===== src/rtl/tm1638_rx_pkg.sv =====
// Shared types and constants for the TM1638 receive slave.
package tm1638_rx_types;

  typedef enum logic [1:0] {
    IDLE   = 2'd0,
    CMD    = 2'd1,
    DATA   = 2'd2,
    IGNORE = 2'd3
  } rx_state_t;

  // Command class lives in bits 7:6 of the first byte of a frame.
  localparam logic [1:0] CMD_DATA = 2'b01;
  localparam logic [1:0] CMD_DISP = 2'b10;
  localparam logic [1:0] CMD_ADDR = 2'b11;

  localparam int RAM_DEPTH = 16;

endpackage


===== src/rtl/tm1638_rx_shifter.sv =====
// Synchronizes STB/CLK/DIO, detects edges and assembles LSB-first bytes.
// All outputs are registered and mutually aligned: a byte completed on the
// same synced cycle as the STB rise is reported together with stb_rise, and
// partial then reads 0.
module tm1638_rx_shifter
  import tm1638_rx_types::*;
#(
  parameter int SYNC_STAGES = 2
) (
  input  logic       clk,
  input  logic       rst,
  input  logic       spi_stb,
  input  logic       spi_clk,
  input  logic       spi_dio,
  output logic [7:0] rx_byte,
  output logic       byte_valid,
  output logic       partial,
  output logic       stb_fall,
  output logic       stb_rise
);

  logic [SYNC_STAGES-1:0] stb_sync, clk_sync, dio_sync;
  logic stb_q, stb_q2, clk_q, clk_q2, dio_q;
  logic in_frame;
  logic [2:0] bit_cnt;
  logic [7:0] shift;
  logic clk_rise, shift_en;
  logic [2:0] next_cnt;
  logic [7:0] next_shift;

  // Edge detection and next-bit computation from the registered synced copies.
  always_comb begin
    clk_rise   = clk_q & ~clk_q2;
    shift_en   = clk_rise & in_frame;
    next_cnt   = shift_en ? bit_cnt + 3'd1 : bit_cnt;
    next_shift = {dio_q, shift[7:1]};
  end

  // Identical-depth synchronizers plus one register stage for edge detection.
  // STB resets low so a strobe already low at reset release never looks like
  // a frame start; the frame begins only after STB goes high and low again.
  always_ff @(posedge clk or posedge rst) begin
    if (rst) begin
      stb_sync <= '0;
      clk_sync <= '1;
      dio_sync <= '0;
      stb_q    <= 1'b0;
      stb_q2   <= 1'b0;
      clk_q    <= 1'b1;
      clk_q2   <= 1'b1;
      dio_q    <= 1'b0;
    end else begin
      stb_sync[0] <= spi_stb;
      clk_sync[0] <= spi_clk;
      dio_sync[0] <= spi_dio;
      for (int i = 1; i < SYNC_STAGES; i++) begin
        stb_sync[i] <= stb_sync[i-1];
        clk_sync[i] <= clk_sync[i-1];
        dio_sync[i] <= dio_sync[i-1];
      end
      stb_q  <= stb_sync[SYNC_STAGES-1];
      clk_q  <= clk_sync[SYNC_STAGES-1];
      dio_q  <= dio_sync[SYNC_STAGES-1];
      stb_q2 <= stb_q;
      clk_q2 <= clk_q;
    end
  end

  // Bit counter and shift register, active only inside a strobe-low frame.
  always_ff @(posedge clk or posedge rst) begin
    if (rst) begin
      in_frame   <= 1'b0;
      bit_cnt    <= 3'd0;
      shift      <= 8'h00;
      rx_byte    <= 8'h00;
      byte_valid <= 1'b0;
      partial    <= 1'b0;
      stb_fall   <= 1'b0;
      stb_rise   <= 1'b0;
    end else begin
      byte_valid <= 1'b0;
      partial    <= 1'b0;
      stb_fall   <= stb_q2 & ~stb_q;
      stb_rise   <= ~stb_q2 & stb_q;
      if (shift_en) begin
        shift <= next_shift;
        if (bit_cnt == 3'd7) begin
          rx_byte    <= next_shift;
          byte_valid <= 1'b1;
        end
      end
      if (stb_q2 & ~stb_q) begin
        in_frame <= 1'b1;
        bit_cnt  <= 3'd0;
      end else if (~stb_q2 & stb_q) begin
        in_frame <= 1'b0;
        bit_cnt  <= 3'd0;
        partial  <= (next_cnt != 3'd0);
      end else begin
        bit_cnt <= next_cnt;
      end
    end
  end

endmodule


===== src/rtl/tm1638_rx.sv =====
// TM1638-compatible receive slave: command decode, display RAM and state.
// Output pulses (o_Byte_Valid, o_Ram_We, o_Frame_Error) are single-cycle
// strobes with no back-pressure; companion data (o_Byte, o_Ram_Addr) is
// valid in the pulse cycle and holds until the next pulse.
module tm1638_rx
  import tm1638_rx_types::*;
#(
  parameter int SYNC_STAGES = 2
) (
  input  logic       i_Clk,
  input  logic       i_Rst,
  input  logic       i_SPI_Stb,
  input  logic       i_SPI_Clk,
  input  logic       i_SPI_Dio,
  input  logic [3:0] i_Rd_Addr,
  output logic [7:0] o_Rd_Data,
  output logic [7:0] o_Byte,
  output logic       o_Byte_Valid,
  output logic       o_Ram_We,
  output logic [3:0] o_Ram_Addr,
  output logic       o_Display_On,
  output logic [2:0] o_Brightness,
  output logic       o_Frame_Error,
  output rx_state_t  o_Diag_State
);

  logic [7:0] sh_byte;
  logic sh_valid, sh_partial, sh_fall, sh_rise;

  rx_state_t  state;
  logic [7:0] ram [RAM_DEPTH];
  logic       auto_inc;
  logic [3:0] addr;

  assign o_Diag_State = state;

  tm1638_rx_shifter #(.SYNC_STAGES(SYNC_STAGES)) u_shifter (
    .clk        (i_Clk),
    .rst        (i_Rst),
    .spi_stb    (i_SPI_Stb),
    .spi_clk    (i_SPI_Clk),
    .spi_dio    (i_SPI_Dio),
    .rx_byte    (sh_byte),
    .byte_valid (sh_valid),
    .partial    (sh_partial),
    .stb_fall   (sh_fall),
    .stb_rise   (sh_rise)
  );

  // Frame FSM: decode the command byte, write data bytes, flag violations.
  // A byte landing together with the STB rise is handled before returning
  // to IDLE, because the later state assignment below overrides the case.
  always_ff @(posedge i_Clk or posedge i_Rst) begin
    if (i_Rst) begin
      state         <= IDLE;
      auto_inc      <= 1'b1;
      addr          <= 4'd0;
      o_Byte        <= 8'h00;
      o_Byte_Valid  <= 1'b0;
      o_Ram_We      <= 1'b0;
      o_Ram_Addr    <= 4'd0;
      o_Display_On  <= 1'b0;
      o_Brightness  <= 3'd0;
      o_Frame_Error <= 1'b0;
      for (int i = 0; i < RAM_DEPTH; i++) ram[i] <= 8'h00;
    end else begin
      o_Byte_Valid  <= 1'b0;
      o_Ram_We      <= 1'b0;
      o_Frame_Error <= 1'b0;
      if (sh_valid && state != IDLE) begin
        o_Byte       <= sh_byte;
        o_Byte_Valid <= 1'b1;
      end
      case (state)
        IDLE: if (sh_fall) state <= CMD;
        CMD: if (sh_valid) begin
          state <= IGNORE;
          case (sh_byte[7:6])
            CMD_DATA: begin
              if (sh_byte[1]) o_Frame_Error <= 1'b1;
              else auto_inc <= ~sh_byte[2];
            end
            CMD_DISP: begin
              o_Display_On <= sh_byte[3];
              o_Brightness <= sh_byte[2:0];
            end
            CMD_ADDR: begin
              addr  <= sh_byte[3:0];
              state <= DATA;
            end
            default: o_Frame_Error <= 1'b1;
          endcase
        end
        DATA: if (sh_valid) begin
          ram[addr]  <= sh_byte;
          o_Ram_We   <= 1'b1;
          o_Ram_Addr <= addr;
          if (auto_inc) addr <= addr + 4'd1;
        end
        IGNORE: if (sh_valid) o_Frame_Error <= 1'b1;
        default: state <= IDLE;
      endcase
      if (sh_rise) begin
        state <= IDLE;
        if (sh_partial) o_Frame_Error <= 1'b1;
      end
    end
  end

  // Registered read port into the display RAM image.
  always_ff @(posedge i_Clk or posedge i_Rst) begin
    if (i_Rst) o_Rd_Data <= 8'h00;
    else       o_Rd_Data <= ram[i_Rd_Addr];
  end

endmodule


===== config.mk =====
export PLATFORM = sky130hd
export DESIGN_NAME = tm1638_rx
export DESIGN_NICKNAME = d
export VERILOG_FILES = /design/src/rtl/tm1638_rx_pkg.sv /design/src/rtl/tm1638_rx_shifter.sv /design/src/rtl/tm1638_rx.sv
export SDC_FILE = /design/constraint.sdc
export NUM_CORES = 1
export LEC_CHECK = 0
export ABC_AREA = 1
export CAP_MARGIN = 20
export CORE_MARGIN = 1
export CORE_UTILIZATION = 62
export CTS_BUF_LIST = sky130_fd_sc_hd__clkbuf_8
export CTS_CLUSTER_SIZE = 12
export DETAILED_ROUTE_END_ITERATION = 8
export PLACE_DENSITY_LB_ADDON = 0.05
export SLEW_MARGIN = 10
export SYNTH_ARGS = -nofsm -noshare
export SYNTH_HDL_FRONTEND = slang
export SYNTH_SLANG_ARGS = --single-unit

===== constraint.sdc =====
create_clock -name i_Clk -period 8.35 [get_ports i_Clk]
set_input_delay 1.67 -clock i_Clk [delete_from_list [all_inputs] [get_ports i_Clk]]
set_output_delay 1.67 -clock i_Clk [all_outputs]
set_load 0.005 [all_outputs]

==> metrics <==
Pins Over Slew Limit 0; RSZ-0062 raised after global routing no; Clk pwr share 36.9%; final setup fails 0; CP Class primary input to flip-flop; RePlAce Congestion 0.848; Crit. End Element flip-flop; pwr/cell area 177 nW/um^2; Clock Pin Slew Worst Setup and Hold Paths approximately 90 ps; drt pass-1 iters 5; dpl hpwl ~13000 um; initial core utilization between 60% and 70%; Core ar. 14000 um^2; #FFs+latches synth a little under 200; H-tree Lvls 4; post-synthesis instance area 8950 um^2; WL final 20600 um; Non-Filler Instances 1284; Worst Hold Class flip-flop to flip-flop; initial antenna violation count 0; Post-route DRC 0; Final Hold Vio Count 0; I/O pins 38; slowest cell on the critical path inv_1; CP Cell Sequence clkdlybuf4s50_1 -> buf_4 -> inv_1 -> nand3_1 -> nand3_1 -> nand3_1 -> nand2_1; grt ovf 0; setup tns final 0 ps; most frequent cells in the layout nand2_1, dfrtp_1, o21ai_0, inv_1, nand3_1; Seq pwr share 56.6%; first-pass GRT wire length 34000 um; Cells after Synth between 1000 and 1500; P_leak 4.67 nW; Critical Path Source Type primary input; Detailed Route Iter0 Violations 716; final net count 1108; fin crit period approximately 3400 ps; Rows 43; Switch Pwr 0.420 mW; CTS tree done; final core occ 69.5%; Vias about 7000; critical path required time 8760 ps; largest net degree at the start of global routing 120; status complete, no violations; postcts setup bufs 0; n_diodes 0; area grow syn2layout 8.67%; Synth warnings 0; DR WL/cell around 16 um; GRT Resource Usage Total a little under a third; dominant cell type by area after synthesis dfrtp_1; commonest non-fill, non-tap cell in the layout nand2_1; CP Buf/Inv Count 3; via density per instance 5.38; CTS Hold Bufs 0; Syn Nets 1105; Worst slew margin 28.4%; syn_area_per_cell 8.23 um^2; sw frac 24.3%; Top delay family on crit path buffers and inverters; arrival time worst endpoint 3840 ps; Inserted Clock Buffers 17; layout cells sized above 1 5.98%; # clock sinks slightly below 200; cell count after placement 1251; Logic pwr share 6.5%; P_int 1.31 mW; skew final around 11 ps; count of cell types in the netlist 19; CTS Root Cell clkbuf_8; CP max stage delay around 820 ps; fin crit share 41.0%; Tightest Pin Transition around 1100 ps; most used cell, CP nand3_1; top cell type's share of synthesized area 53.4%; Highest Clock Rate 292 MHz; vias in the first global route approximately 6400; crit-path max FO 33; Routed Antenna Nets 0; post_cts resized 0; chip height around 120 um; sequential area share after synthesis 54.9%; clock buffer depth 2; VDD IR max between 0.1 and 0.15 mV; Die X-Extent 122 um; maxcap violations 0; Total Die Area 14900 um^2; top post-synthesis cells by area dfrtp_1, nand2_1, o21ai_0; PortBufs 37; clock network latency to the later pin of the worst-skew pair 480 ps
## power groups by stage
stage,clock network [mW],logic (mW),registers (mW)
after floorplan,0,0.0739,0.993
after global placement,0,0.110,0.995
after detailed placement,0,0.112,0.995
after CTS,0.642,0.113,0.976
after global routing,0.681,0.128,0.978
final,0.637,0.112,0.976
## cells by family after synthesis
| family | after synthesis | share of synthesized area (%) |
|---|---|---|
| xor gates and xnor gates | 1 | 0.0979 |
| DFF | 196 | 54.9 |
| AOI/OAI and AO/OA | 171 | 9.56 |
| adders and majority gates | 8 | 1.12 |
| buffers and inverters | 226 | 10.3 |
| and+or+nand+nor | 486 | 24.1 |
## synthesized netlist by cell type (all sizes together)
master	n
clkbuf	34
nand3	121
nor2	25
o21ai	168
nand2	337
ha	8
a21oi	3
inv	167
dfrtp	191
dfstp	5
xnor2	1
buf	25
nand4	3
## metrics by stage
step,area [um^2],hold WS (ps),setup WS [ps],power [mW]
floorplan,8950,331,1350,1.07
global placement,9300,333,4470,1.10
detailed placement,9300,336,4520,1.11
CTS,9710,362,5000,1.73
global route,9730,364,4790,1.79
finish,9730,360,4920,1.73
## sequential cells by signal, indices dropped and copies added, names as in the netlist, 2 cells and up
register,flops
u_shifter.rx_byte,8
u_shifter.bit_cnt,3
o_Ram_Addr,4
o_Brightness,3
o_Byte,8
u_shifter.dio_sync,2
o_Diag_State,2
addr,4
o_Rd_Data,8
u_shifter.shift,7
ram,128
u_shifter.clk_sync,2
u_shifter.stb_sync,2
## final cells by class
class                           count  area, um^2
Tap cell                          180         225
Inverter                          167         634
Multi-Input combinational cell    666        3120
Clock inverter                     14         164
Timing Repair Buffer               43         423
Fill cell                        1147        4260
Sequential cell                   196        4910
Clock buffer                       18         248
## per-layer routing
layer / routed length (um) / share of wire (%) / global-route usage [%]
met1: 9530 / 46 / 45.5
met2: 9350 / 45 / 45.4
met3: 1390 / 6.7 / 6.27
met4: 333 / 1.6 / 8.08
met5: 0 / 0 / 0
## path summary, 6_finish.rpt
check	endpoint	cells past startpoint	startpoint	slack (ps)
hold reg to reg	u_shifter.dio_sync[1]	0	u_shifter.dio_sync[0]	360
hold / removal	u_shifter.dio_sync[1]	0	u_shifter.dio_sync[0]	360
setup / recovery	o_Rd_Data[4]	7	i_Rd_Addr[1]	4920
max in group asynchronous	u_shifter.shift[4]	3	i_Rst	5100
min in group asynchronous	ram[75]	2	i_Rst	1730
setup reg to reg	u_shifter.partial	5	u_shifter.clk_q	6630
Power figures use the tool's default switching activity.
